`src/rtl/memwb_pkg.sv`:
```
// Shared types and default sizing for the memory/writeback stage.
package memwb_pkg;

    localparam int unsigned RW_DEF      = 16;
    localparam int unsigned REGNO_DEF   = 8;
    localparam int unsigned TIMEOUT_DEF = 255;

    typedef enum logic {
        IDLE = 1'b0,
        BUS  = 1'b1
    } state_t;

    // Counter width for a timeout of n cycles; a disabled (0) timeout still needs one bit.
    function automatic int unsigned tmo_width(input int unsigned n);
        return (n == 0) ? 1 : $clog2(n + 1);
    endfunction

endpackage

```
`src/rtl/memwb_bus_timeout.sv`:
```
// Bus watchdog: counts cycles of an outstanding transfer, flags the last allowed cycle.
module bus_timeout
    import memwb_pkg::*;
#(
    parameter int unsigned TIMEOUT = TIMEOUT_DEF
) (
    input  logic i_clk,
    input  logic i_rst,
    input  logic i_clear,
    input  logic i_en,
    output logic o_tc
);

    localparam int unsigned CW = tmo_width(TIMEOUT);

    logic [CW-1:0] cnt;

    always_ff @(posedge i_clk) begin
        if (i_rst || i_clear) begin
            cnt <= '0;
        end else if (i_en) begin
            cnt <= cnt + CW'(1);
        end
    end

    generate
        if (TIMEOUT == 0) begin : g_off
            assign o_tc = 1'b0;
        end else begin : g_on
            assign o_tc = i_en && (cnt == CW'(TIMEOUT - 1));
        end
    endgenerate

endmodule

```
`src/rtl/memwb.sv`:
```
// Memory/writeback stage: zero-latency register writeback, stalling single-transfer data bus.
module memwb
    import memwb_pkg::*;
#(
    parameter int unsigned RW      = RW_DEF,
    parameter int unsigned REGNO   = REGNO_DEF,
    parameter int unsigned TIMEOUT = TIMEOUT_DEF
) (
    input  logic             i_clk,
    input  logic             i_rst,
    output logic             o_ready,
    input  logic             i_submit,
    input  logic [RW-1:0]    i_data,
    input  logic [RW-1:0]    i_addr,
    input  logic [REGNO-1:0] i_reg_ie,
    input  logic             i_mem_access,
    input  logic             i_mem_we,
    output logic [REGNO-1:0] o_reg_ie,
    output logic [RW-1:0]    o_reg_data,
    output logic             o_mem_req,
    output logic             o_mem_we,
    output logic [RW-1:0]    o_mem_addr,
    output logic [RW-1:0]    o_mem_data,
    input  logic [RW-1:0]    i_mem_data,
    input  logic             i_mem_ack,
    input  logic             i_mem_err,
    output logic             o_bus_fault,
    output logic [RW-1:0]    o_fault_addr
);

    state_t           state;
    logic [REGNO-1:0] lat_reg_ie;
    logic             in_bus;
    logic             accept_mem;
    logic             tmo_tc;
    logic             term;
    logic             faulted;

    assign in_bus     = (state == BUS);
    assign o_ready    = (state == IDLE);
    assign accept_mem = o_ready && i_submit && i_mem_access;
    assign term       = in_bus && (i_mem_err || i_mem_ack || tmo_tc);
    // Inside a termination, anything but a clean ack (err wins over ack) is a fault.
    assign faulted    = i_mem_err || !i_mem_ack;

    bus_timeout #(
        .TIMEOUT(TIMEOUT)
    ) u_tmo (
        .i_clk  (i_clk),
        .i_rst  (i_rst),
        .i_clear(accept_mem),
        .i_en   (in_bus),
        .o_tc   (tmo_tc)
    );

    always_ff @(posedge i_clk) begin
        if (i_rst) begin
            state        <= IDLE;
            o_mem_req    <= 1'b0;
            o_mem_we     <= 1'b0;
            o_mem_addr   <= '0;
            o_mem_data   <= '0;
            lat_reg_ie   <= '0;
            o_bus_fault  <= 1'b0;
            o_fault_addr <= '0;
        end else begin
            o_bus_fault <= 1'b0;
            unique case (state)
                IDLE: begin
                    if (accept_mem) begin
                        o_mem_req  <= 1'b1;
                        o_mem_we   <= i_mem_we;
                        o_mem_addr <= i_addr;
                        o_mem_data <= i_data;
                        lat_reg_ie <= i_reg_ie;
                        state      <= BUS;
                    end
                end
                BUS: begin
                    if (term) begin
                        o_mem_req <= 1'b0;
                        state     <= IDLE;
                        if (faulted) begin
                            o_bus_fault  <= 1'b1;
                            o_fault_addr <= o_mem_addr;
                        end
                    end
                end
                default: state <= IDLE;
            endcase
        end
    end

    // Single write port: non-mem accepts only in IDLE, load completions only in BUS.
    always_comb begin
        o_reg_ie   = '0;
        o_reg_data = i_data;
        if (o_ready && i_submit && !i_mem_access) begin
            o_reg_ie   = i_reg_ie;
            o_reg_data = i_data;
        end else if (term && !o_mem_we) begin
            o_reg_ie   = lat_reg_ie;
            o_reg_data = faulted ? '0 : i_mem_data;
        end
    end

endmodule

```
`config.mk`:
```
export PLATFORM = sky130hd
export DESIGN_NAME = memwb
export DESIGN_NICKNAME = d
export VERILOG_FILES = /design/src/rtl/memwb_pkg.sv /design/src/rtl/memwb_bus_timeout.sv /design/src/rtl/memwb.sv
export SDC_FILE = /design/constraint.sdc
export NUM_CORES = 1
export LEC_CHECK = 0
export CAP_MARGIN = 10
export CORE_UTILIZATION = 37
export DETAILED_ROUTE_END_ITERATION = 8
export PLACE_DENSITY = 0.84
export SYNTH_ARGS = -nofsm -noshare
export SYNTH_HDL_FRONTEND = slang
export SYNTH_HIERARCHICAL = 1
export SYNTH_SLANG_ARGS = --single-unit
```
`constraint.sdc`:
```
create_clock -name i_clk -period 1.8 [get_ports i_clk]
set_clock_uncertainty 0.05 [all_clocks]
set_input_delay 0.36 -clock i_clk [delete_from_list [all_inputs] [get_ports i_clk]]
set_output_delay 0.36 -clock i_clk [all_outputs]
set_load 0.01 [all_outputs]
```
==> impl_metrics.toml <==
[status]
status = "finished, violations left"
violations = "setup timing"

[worst_setup_path]
r2r_slack_ns = 0.12
critPathMaxFanout = 4
crit_path_start_kind = "flip-flop"
r2r_end = "o_fault_addr[15]"
crit_path_end = "o_reg_data[13]"
worst_r2r_path_depth = 8
endpoint_kind = "output pin"
crit_path_start = "u_tmo/cnt[0]"
cp_data_arrival_time_ns = 2.04
critPathKind = "reg -> out"
r2r-start = "u_tmo/cnt[0]"
cp_data_required_time_ns = 1.39

[placed_design]
dpl.cell_count = 612
port_buffers = 138
place_congestion = 0.801
dp_hpwl_um = 6120

[die]
die_y_um = 91.4
die_w_um = 91.4
core_area_um2 = 7730
start_util_pct = 38.3
num_io_pins = 139
dieArea_um2 = 8360
rows = 32

[finish]
area_delta_synth_final_pct = 67.7
n_antenna_cell = 0
fin_cells = 637
multi_input_area_um2 = 1490
nNetsFinal = 595
fill_cells = 641
drive_gt1_share_pct = 19.6
seq_area_um2 = 1370

[power_and_ir_drop]
seqPwrFrac_pct = 44.0
leakagePower_nw = 1.92
max-vdd-ir-drop_uv = 392
swShare_pct = 25.0
power.internal_mw = 2.70
p_per_area_nw_per_um2 = 726
p_sw_uw = 902
pwr-share-clk_pct = 38.5
combPwrFrac_pct = 17.5

[route]
dr.pass1.iters = 4
routed_wl_um = 8680
routedWlPerCell_um = 13.6
first_iter_violations = 120
ant_nets = 0
drc_errors = 0
vias_per_cell = 4.77
via_count = 3036

[synthesis]
synth-seq-area-share_pct = 46.0
synth_nets = 430
synth.distinct_cells = 33
synth_warnings = 6
syn_avg_cell_area_um2 = 8.10
ys.flop_type = "dfxtp_1"
async_flop_share_pct = 0
netlist_area_um2 = 2960
synth_edf_count = 0
synthCells = 365
ys_seq_elements = 68

[min_path]
hold_path.class = "in -> reg"

[timing]
setup_viol = 25
min_period_over_period_pct = 136
min_period_ns = 2.45
hold_violations = 0
rsz0062_at_grt = "yes"
hold_ws_ns = 0.341
worst_slew_pin_slew_ns = 0.363
fmax_ghz = 0.408
maxSlewViolCount = 0
setup_ws_ns = -0.653
relSlewSlack_pct = 75.8

[clocking]
worst_skew_pair.late_latency_ns = 0.33
cts_root_buf = "clkbuf_8"
cts_sinks = 68
clock_path_buffers = 2
cts-htree-levels = 3
cts_tree = "built"
path_clk_slew_ns = 0.08
cts_hold_buffers = 0
cts_buffers = 9

[flow_run]
drv_cap = 0

[global_routing]
grt_max_degree = 35
grt-ovfl-total = 0
grt_pass1_vias = 2904
antenna_found_initial = 0
grt_pass1_wl_um = 13800
grt.total_usage_pct = 20.9
==> metrics by stage <==
step           setup TNS (ns)  setup WS, ns  total power, mW  util, %  cell area [um^2]
6_report               -13.79        -0.653             3.60     64.2              4960
5_1_grt                -16.51        -0.779             3.77     64.2              4960
4_1_cts                -13.68        -0.660             3.64     64.4              4980
3_5_place_dp           -18.55        -0.843             2.25     60.6              4680
3_3_place_gp           -17.65        -0.785             2.23     60.6              4680
2_1_floorplan           -3.14        -0.174             1.88        -              3070
==> state kept, by name (all words and copies together) (netlist names) <==
signal and flops:
o_fault_addr 16, o_mem_addr 16, o_mem_data 16, lat_reg_ie 8, u_tmo/cnt 8, in_bus 1, o_bus_fault 1, o_mem_req 1
o_mem_we 1
==> area by class of cell <==
cell class                 instances  area share (%)
sequential                        68            27.6
inverter                          20            1.51
multi-input combinational        253            30.0
tap                              102            2.57
clock inverter                     7            2.02
clock buffer                       9            2.50
timing repair buffer             178            33.8
==> cell families after synthesis <==
| logic type | after synthesis | synth area share (%) |
|---|---|---|
| AND/OR/NAND/NOR | 156 | 22.5 |
| flip-flops | 68 | 46.0 |
| AO/OA/AOI/OAI | 59 | 11.4 |
| buffers and inverters | 44 | 7.23 |
| multiplexers | 32 | 10.8 |
| XOR/XNOR | 4 | 1.18 |
| adder cells (fa/ha/maj) | 2 | 0.846 |
==> routing by layer <==
metal / GRT usage, % / up-vias / wire, um
met1: 24.7 / 1408 / 3660
li1: - / 1513 / -
met3: 5.36 / 10 / 465
met4: 5.95 / 0 / 93
met5: 0 / - / 0
met2: 36.9 / 105 / 4460
==> cells in the final DEF, fill, tap and decap left out, types with 2 or more instances in the layout <==
cell type,n
a21oi_1,45
a22o_1,8
buf_12,4
buf_16,2
buf_2,23
buf_4,29
buf_6,7
bufinv_16,2
clkbuf_8,9
clkdlybuf4s50_1,112
clkinv_4,3
dfxtp_1,65
dfxtp_2,2
inv_1,16
inv_2,3
mux2i_1,23
mux2i_2,3
mux2i_4,6
nand2_1,132
nand3_1,2
nand4_1,3
nor2_1,6
nor2b_1,2
nor3_4,2
o21ai_0,3
or3_1,3
xor2_1,3
==> cells in the mapped netlist (all sizes together) (2+ instances only) <==
cell type | number | area (um^2)
dfxtp | 68 | 1360
clkbuf | 8 | 31.3
nand3 | 2 | 10.0
nor2b | 2 | 12.5
mux2i | 32 | 320
nor2 | 7 | 26.3
nand2 | 132 | 495
o21ai | 3 | 15.0
a21oi | 45 | 225
ha | 2 | 25.0
or3 | 3 | 18.8
buf | 16 | 108
nor3 | 2 | 26.3
a22o | 8 | 70.1
xor2 | 3 | 26.3
inv | 19 | 71.3
nand4 | 4 | 31.3
==> power groups by stage <==
stage,logic (mW),clock network (mW),registers [mW]
after detailed placement,0.625,0,1.62
final,0.632,1.39,1.59
after floorplan,0.245,0,1.64
after global routing,0.682,1.50,1.59
after global placement,0.613,0,1.62
after CTS,0.638,1.41,1.58
==> worst min path at each step <==
| stage | slack (ns) | from | to | depth (start not counted) |
|---|---|---|---|---|
| after floorplan | 0.39 | lat_reg_ie[3] | lat_reg_ie[3] | 2 |
| after global routing | 0.33 | i_rst | o_mem_addr[11] | 2 |
| after detailed placement | 0.40 | o_fault_addr[3] | o_fault_addr[3] | 2 |
| after CTS | 0.31 | i_rst | o_mem_addr[9] | 2 |
| final | 0.34 | i_rst | o_mem_addr[11] | 2 |
| after global placement | 0.39 | o_mem_data[14] | o_mem_data[14] | 2 |
==> repair_timing <==
item	in CTS	in global routing
gates cloned	3	0
pin swaps	6	4
setup endpoints to repair	26	26
gates resized for setup	107	6
setup buffers	8	0
==> critical path, stage by stage, from the launching register on <==
cell and delay, ns:
dfxtp_2 0.33, inv_2 0.06, ha_4 0.11, nand4_1 0.08, nor2_2 0.21, nor3_4 0.07
nor3_4 0.17, buf_6 0.17, buf_16 0.12, buf_12 0.10, mux2i_1 0.16, buf_2 0.15
(Power assumes the default switching activity.)
